<file path="src/rtl/accum_param_if.sv">
// accum_param_if: control, operand and result bundle for accum_param.
//   master : drives clear/enable/load/mode/DataIn1/DataIn2, observes results
//   slave  : the accumulator; consumes the controls, drives Accum, GreyCode,
//            EvenParity, overflow, underflow and valid_out
// WIDTH must match the WIDTH of the accum_param instance it is bound to.
interface accum_param_if #(
  parameter int unsigned WIDTH = 8
);

  logic             clear;
  logic             enable;
  logic             load;
  logic [1:0]       mode;
  logic [WIDTH-1:0] DataIn1;
  logic [WIDTH-1:0] DataIn2;
  logic [WIDTH-1:0] Accum;
  logic [WIDTH-1:0] GreyCode;
  logic             EvenParity;
  logic             overflow;
  logic             underflow;
  logic             valid_out;

  modport master (
    output clear, enable, load, mode, DataIn1, DataIn2,
    input  Accum, GreyCode, EvenParity, overflow, underflow, valid_out
  );

  modport slave (
    input  clear, enable, load, mode, DataIn1, DataIn2,
    output Accum, GreyCode, EvenParity, overflow, underflow, valid_out
  );

endinterface

</file>
<file path="src/rtl/accum_param.sv">
// accum_param: parametrised running accumulator with four combine modes,
// a load path, sticky overflow/underflow flags and registered Gray-code and
// even-parity views of the running sum.
//
// Ports:
//   clock  : rising-edge system clock
//   reset  : asynchronous, active-low reset
//   bus    : accum_param_if.slave
//            clear      synchronous clear, wins over enable/load
//            enable     accept an update this cycle
//            load       with enable, Accum <= DataIn1 (mode ignored)
//            mode       00 +A, 01 +(A+B), 10 -A, 11 -(A+B)
//            DataIn1/2  operands A/B
//            Accum      running sum (registered)
//            GreyCode   Gray code of Accum (registered, coherent with Accum)
//            EvenParity XOR of all Accum bits (registered)
//            overflow   sticky, an add carried out of WIDTH bits
//            underflow  sticky, a subtract borrowed below zero
//            valid_out  high the cycle after an accepted update
//
// Optional feature: define ACCUM_SATURATE_EN to clamp Accum to all-ones on
// an overflowing add and to zero on an underflowing subtract instead of
// wrapping modulo 2^WIDTH. Flags behave identically in both builds.
module accum_param #(
  parameter int unsigned      WIDTH = 8,
  parameter logic [WIDTH-1:0] INIT  = '0
) (
  input  logic         clock,
  input  logic         reset,
  accum_param_if.slave bus
);

  localparam int unsigned OP_W  = WIDTH + 1;  // A+B without truncation
  localparam int unsigned SUM_W = WIDTH + 2;  // Accum + (A+B) without truncation

  localparam logic [WIDTH-1:0] INIT_GRAY = INIT ^ (INIT >> 1);
  localparam logic             INIT_PAR  = ^INIT;

  typedef enum logic [1:0] {
    IDLE = 2'd0,
    RUN  = 2'd1,
    ERR  = 2'd2
  } state_t;

  state_t state_q;
  state_t state_d;

  // result registers
  logic [WIDTH-1:0] accum_q;
  logic [WIDTH-1:0] gray_q;
  logic             par_q;
  logic             ovf_q;
  logic             unf_q;
  logic             valid_q;

  // next values for the result registers
  logic [WIDTH-1:0] accum_d;
  logic [WIDTH-1:0] gray_d;
  logic             par_d;
  logic             ovf_d;
  logic             unf_d;
  logic             valid_d;

  // datapath intermediates
  logic             update_c;
  logic             is_sub_c;
  logic [OP_W-1:0]  operand_c;
  logic [SUM_W-1:0] sum_c;
  logic [WIDTH-1:0] diff_c;
  logic             add_carry_c;
  logic             sub_borrow_c;
  logic             set_ovf_c;
  logic             set_unf_c;

  // An update is accepted only when enabled and not being cleared.
  assign update_c = bus.enable & ~bus.clear;
  assign is_sub_c = bus.mode[1];

  // Operand and both arithmetic results, evaluated every cycle at full width.
  always_comb begin
    operand_c    = {1'b0, bus.DataIn1}
                 + (bus.mode[0] ? {1'b0, bus.DataIn2} : OP_W'(0));
    sum_c        = {2'b00, accum_q} + {1'b0, operand_c};
    diff_c       = accum_q - operand_c[WIDTH-1:0];
    add_carry_c  = |sum_c[SUM_W-1:WIDTH];
    sub_borrow_c = ({1'b0, accum_q} < operand_c);
  end

  // Flag events raised by this cycle's update; loads never raise a flag.
  assign set_ovf_c = update_c & ~bus.load & ~is_sub_c & add_carry_c;
  assign set_unf_c = update_c & ~bus.load &  is_sub_c & sub_borrow_c;

  // State register
  always_ff @(posedge clock or negedge reset) begin
    if (!reset) begin
      state_q <= IDLE;
    end else begin
      state_q <= state_d;
    end
  end

  // Next-state logic: ERR is only left through clear or reset.
  always_comb begin
    state_d = state_q;
    if (bus.clear) begin
      state_d = IDLE;
    end else begin
      case (state_q)
        IDLE, RUN: begin
          if (set_ovf_c | set_unf_c) begin
            state_d = ERR;
          end else if (update_c) begin
            state_d = RUN;
          end
        end
        ERR:     state_d = ERR;
        default: state_d = IDLE;
      endcase
    end
  end

  // Output logic: next Accum, then Gray/parity derived from that same value.
  always_comb begin
    accum_d = accum_q;
    ovf_d   = ovf_q;
    unf_d   = unf_q;
    valid_d = 1'b0;

    if (bus.clear) begin
      accum_d = INIT;
      ovf_d   = 1'b0;
      unf_d   = 1'b0;
    end else if (bus.enable) begin
      valid_d = 1'b1;
      if (bus.load) begin
        accum_d = bus.DataIn1;
      end else if (!is_sub_c) begin
`ifdef ACCUM_SATURATE_EN
        accum_d = add_carry_c ? {WIDTH{1'b1}} : sum_c[WIDTH-1:0];
`else
        accum_d = sum_c[WIDTH-1:0];
`endif
      end else begin
`ifdef ACCUM_SATURATE_EN
        accum_d = sub_borrow_c ? {WIDTH{1'b0}} : diff_c;
`else
        accum_d = diff_c;
`endif
      end
      ovf_d = ovf_q | set_ovf_c;
      unf_d = unf_q | set_unf_c;
    end

    gray_d = accum_d ^ (accum_d >> 1);
    par_d  = ^accum_d;
  end

  // Result registers
  always_ff @(posedge clock or negedge reset) begin
    if (!reset) begin
      accum_q <= INIT;
      gray_q  <= INIT_GRAY;
      par_q   <= INIT_PAR;
      ovf_q   <= 1'b0;
      unf_q   <= 1'b0;
      valid_q <= 1'b0;
    end else begin
      accum_q <= accum_d;
      gray_q  <= gray_d;
      par_q   <= par_d;
      ovf_q   <= ovf_d;
      unf_q   <= unf_d;
      valid_q <= valid_d;
    end
  end

  assign bus.Accum      = accum_q;
  assign bus.GreyCode   = gray_q;
  assign bus.EvenParity = par_q;
  assign bus.overflow   = ovf_q;
  assign bus.underflow  = unf_q;
  assign bus.valid_out  = valid_q;

endmodule
</file>
<file path="src/flat_wrapper.sv">
// flat-port wrapper written by rule: the top's interface ports become plain ports
module accum_param_flat 
#(
  parameter int unsigned      WIDTH = 8,
  parameter logic [WIDTH-1:0] INIT  = '0
)
  (clock, reset, bus_clear, bus_enable, bus_load, bus_mode, bus_DataIn1, bus_DataIn2, bus_Accum, bus_GreyCode, bus_EvenParity, bus_overflow, bus_underflow, bus_valid_out);
  accum_param_if #(.WIDTH(WIDTH)) bus_i ();
  input  logic clock;
  input  logic reset;
  input wire logic [$bits(bus_i.clear)-1:0] bus_clear;
  input wire logic [$bits(bus_i.enable)-1:0] bus_enable;
  input wire logic [$bits(bus_i.load)-1:0] bus_load;
  input wire logic [$bits(bus_i.mode)-1:0] bus_mode;
  input wire logic [$bits(bus_i.DataIn1)-1:0] bus_DataIn1;
  input wire logic [$bits(bus_i.DataIn2)-1:0] bus_DataIn2;
  output wire logic [$bits(bus_i.Accum)-1:0] bus_Accum;
  output wire logic [$bits(bus_i.GreyCode)-1:0] bus_GreyCode;
  output wire logic [$bits(bus_i.EvenParity)-1:0] bus_EvenParity;
  output wire logic [$bits(bus_i.overflow)-1:0] bus_overflow;
  output wire logic [$bits(bus_i.underflow)-1:0] bus_underflow;
  output wire logic [$bits(bus_i.valid_out)-1:0] bus_valid_out;
  assign bus_i.clear = bus_clear;
  assign bus_i.enable = bus_enable;
  assign bus_i.load = bus_load;
  assign bus_i.mode = bus_mode;
  assign bus_i.DataIn1 = bus_DataIn1;
  assign bus_i.DataIn2 = bus_DataIn2;
  assign bus_Accum = bus_i.Accum;
  assign bus_GreyCode = bus_i.GreyCode;
  assign bus_EvenParity = bus_i.EvenParity;
  assign bus_overflow = bus_i.overflow;
  assign bus_underflow = bus_i.underflow;
  assign bus_valid_out = bus_i.valid_out;
  accum_param #(.WIDTH(WIDTH), .INIT(INIT)) u_core (.clock(clock), .reset(reset), .bus(bus_i));
endmodule
</file>
<file path="config.mk">
export PLATFORM = sky130hd
export DESIGN_NAME = accum_param_flat
export DESIGN_NICKNAME = d
export VERILOG_FILES = /design/src/rtl/accum_param_if.sv /design/src/rtl/accum_param.sv /design/src/flat_wrapper.sv
export SDC_FILE = /design/constraint.sdc
export NUM_CORES = 1
export LEC_CHECK = 0
export BUFFER_PORTS_ARGS = -buffer_cell sky130_fd_sc_hd__buf_4
export CAP_MARGIN = 20
export CORE_MARGIN = 4
export CORE_UTILIZATION = 30
export CTS_CLUSTER_DIAMETER = 120
export DETAILED_ROUTE_END_ITERATION = 10
export GPL_TIMING_DRIVEN = 0
export PLACE_DENSITY = 0.57
export SLEW_MARGIN = 20
export SYNTH_ARGS = -nofsm -noshare
export SYNTH_HDL_FRONTEND = slang
export SYNTH_SLANG_ARGS = --single-unit
</file>
<file path="constraint.sdc">
create_clock -name clock -period 2.7 [get_ports clock]
set_input_delay 0.135 -clock clock [delete_from_list [all_inputs] [get_ports clock]]
set_output_delay 0.135 -clock clock [all_outputs]
set_load 0.005 [all_outputs]
</file>
==> key figures <==
Outcome
  • Status: finished with violations
  • Failing checks: setup timing

Worst hold path
  • WHS Path Cells: 2
  • Hold Path Origin: bus_clear
  • Hold WC Path Type: input port to flop
  • Hold Crit Endpoint: u_core.bus.valid_out$_DFF_PN0_

Worst setup path
  • Crit-path max FO: 2
  • FF-to-FF End: u_core.bus.EvenParity$_DFF_PN0_
  • Critical Path Source Type: input port
  • Worst reg-to-reg setup slack: 20 ps
  • Crit path DAT: 3370 ps
  • Kind of critical path: input port to flop
  • Reg-to-Reg Start: u_core.bus.Accum[0]$_DFF_PN0_
  • Critical path data required time: 2840 ps
  • Nature of the critical path endpoint: flop
  • Worst r2r path cells: 11

Clock tree
  • CTS tree: yes
  • CTS Root Cell: clkbuf_8
  • H-Tree Depth: 1
  • Clock Pin Slew Worst Setup and Hold Paths: 70 ps
  • Clock buffer count from CTS: 3
  • TritonCTS Sinks: 19
  • Clk_lat worst skew: 250 ps
  • Bufs on Longest Clock Path: 2

Job
  • Max_cap viols: 0

Routing
  • Iter 0 DRT Violations: 55
  • DRT Pass-1 Iters: 4
  • DR WL met3: 240 um
  • Remaining DRCs: 0
  • Met2 WL: 2.74 mm
  • Vias per cell: 5.02
  • M1 wire length: 2.39 mm
  • Via count: 1796
  • Top sig layer: met4
  • WL per Instance: 15.3 um
  • Antenna-violating nets left: 0
  • Post-Route WL: 5.46 mm

Final layout
  • Most frequent cells in the layout: buf_4, inv_1, ha_1, dfrtp_1, xnor2_1
  • Multi-input logic area: 1690 um^2
  • Total area of sequential cells: 475 um^2
  • Layout Nets: 334
  • Non-filler instance count after layout: 358
  • FILL cells: 625
  • Area Overhead vs Synth: 43.5%
  • Most common cell after layout, fill and taps aside: buf_4
  • N_diodes: 0
  • Proportion of layout cells with a drive suffix above 1: 0.406

STA
  • Post-route setup slack: -530 ps
  • Measured slew at the worst slew-check pin: 537 ps
  • Min Hold Slack: 123 ps
  • Final TNS setup: -2100 ps
  • Endpoints failing hold: 0
  • Fin Clk Skew: 1.84 ps
  • Slew HR: 0.642
  • Min cycle time layout: 3230 ps
  • Period utilization: 1.20
  • Final setup vio count: 9
  • Fin. max-slew vios: 0
  • Unrepaired setup endpoints after global routing: true
  • Fmax: 310 MHz

Placement
  • GP Congestion: 0.784
  • Dpl hpwl: 4.24 mm
  • Placed Cells: 338
  • Port Buf Inserts: 42

Global routing
  • Largest net degree at the start of global routing: 20
  • Vias in the first global route: 1927
  • Gr ovfl total: 0
  • Global-route wire length before repair: 9.20 mm
  • Initial antenna violation count: 0
  • GRT Util Overall: 0.139

Synth
  • Syn_nets: 271
  • Seq/Total Area, Yosys: 0.237
  • Post-Syn Instances: 219
  • Unique masters post-synth: 51
  • Async S/R FF share, synth: 1.00
  • Synth Flop Type: dfrtp_1
  • Synth Cell Area: 2010 um^2
  • Yosys reg bits: 19
  • Avg Cell Area, Syn: 9.16 um^2
  • Post-synth EDFFs: 0
  • Ys Warns: 0

Floorplanning
  • Total core area: 6420 um^2
  • Starting density of the core: 0.312
  • Chip height: 89.8 um
  • Die ar.: 8060 um^2
  • FP Rows: 29
  • IO Pins: 43
  • Die width: 89.8 um

Power
  • Maximum VDD drop: 0.304 mV
  • Leakage: 0.00137 uW
  • Power Density: 514 nW/um^2
-- kinds of logic after synthesis --
kind of cell	after synthesis	synth area share
compound gates	57	0.223
xor+xnor	25	0.113
fa+ha+maj	29	0.192
buf+inv	28	0.0549
flops	19	0.237
mux	5	0.0256
simple gates	56	0.154
-- what timing repair did --
item / CTS / global route
gates cloned: 0 / 0
resized for setup: 31 / 11
setup buffers: 14 / 5
hold buffers: 1 / 0
hold endpoints to repair: 19 / 0
pin swaps: 18 / 12
endpoints found under the setup margin: 10 / 11
-- cell usage after synthesis (all sizes together) (5+ instances only) --
cell,instances,share of area
ha,26,0.16
inv,23,0.043
dfrtp,19,0.24
xnor2,19,0.083
a21oi,16,0.042
nor2,14,0.029
o21ai,10,0.025
nand2,9,0.017
and2,8,0.025
xor2,6,0.030
and3,5,0.016
nand2b,5,0.016
-- worst max-delay path by stage --
stage              startpoint                         endpoint  slack (ps)
2_1_floorplan  bus_DataIn2[0]  u_core.bus.EvenParity$_DFF_PN0_        -550
3_3_place_gp      bus_mode[0]  u_core.bus.EvenParity$_DFF_PN0_        -990
3_5_place_dp      bus_mode[0]  u_core.bus.EvenParity$_DFF_PN0_       -1010
4_1_cts        bus_DataIn2[0]  u_core.bus.EvenParity$_DFF_PN0_        -560
5_1_grt        bus_DataIn2[0]  u_core.bus.EvenParity$_DFF_PN0_        -680
6_report       bus_DataIn2[0]  u_core.bus.EvenParity$_DFF_PN0_        -530
-- area by class of cell --
cell class,count,share of cell area
clock buffer,4,0.0157
multi-input combinational,172,0.587
sequential,19,0.165
tap,77,0.0335
timing repair buffer,58,0.160
inverter,23,0.0300
buffer,5,0.00826
-- per-layer routing --
layer	vias to the layer above	track usage
met5	-	0
met1	851	0.173
li1	895	-
met4	0	0.0307
met2	42	0.247
met3	8	0.0301
-- through the flow --
stage	total power [uW]	setup slack (ps)	util	area, um^2
6_report	1480	-530	0.448	2880
5_1_grt	1600	-680	0.448	2880
4_1_cts	1460	-564	0.440	2830
3_5_place_dp	1100	-1010	0.388	2490
3_3_place_gp	1090	-990	0.388	2490
2_1_floorplan	873	-551	-	2080
-- power breakdown --
group / leakage [uW] / switching, uW / internal (uW)
combinational: 0.00110 / 450 / 461
sequential: 0.000247 / 40.6 / 334
clock: 0.0000228 / 88.0 / 105
-- sequential cells by signal, indices dropped and copies added (netlist names) --
register               cells
u_core.bus.Accum           8
u_core.bus.GreyCode        7
u_core.bus.EvenParity      1
u_core.bus.overflow        1
u_core.bus.underflow       1
u_core.bus.valid_out       1
-- worst max-delay path: stages --
cell and delay [ps]:
buf_6 90, and2_4 150, ha_4 150, fa_2 340, a21o_1 170, a21oi_2 150
o21bai_1 110, a21oi_2 220, xnor2_2 160, inv_2 70, ha_4 170, or4_4 490
o221a_4 240, a221oi_4 230, nand2_1 120, xnor2_1 150, nor2_1 60, xor2_1 160
Power figures use the tool's default switching activity.
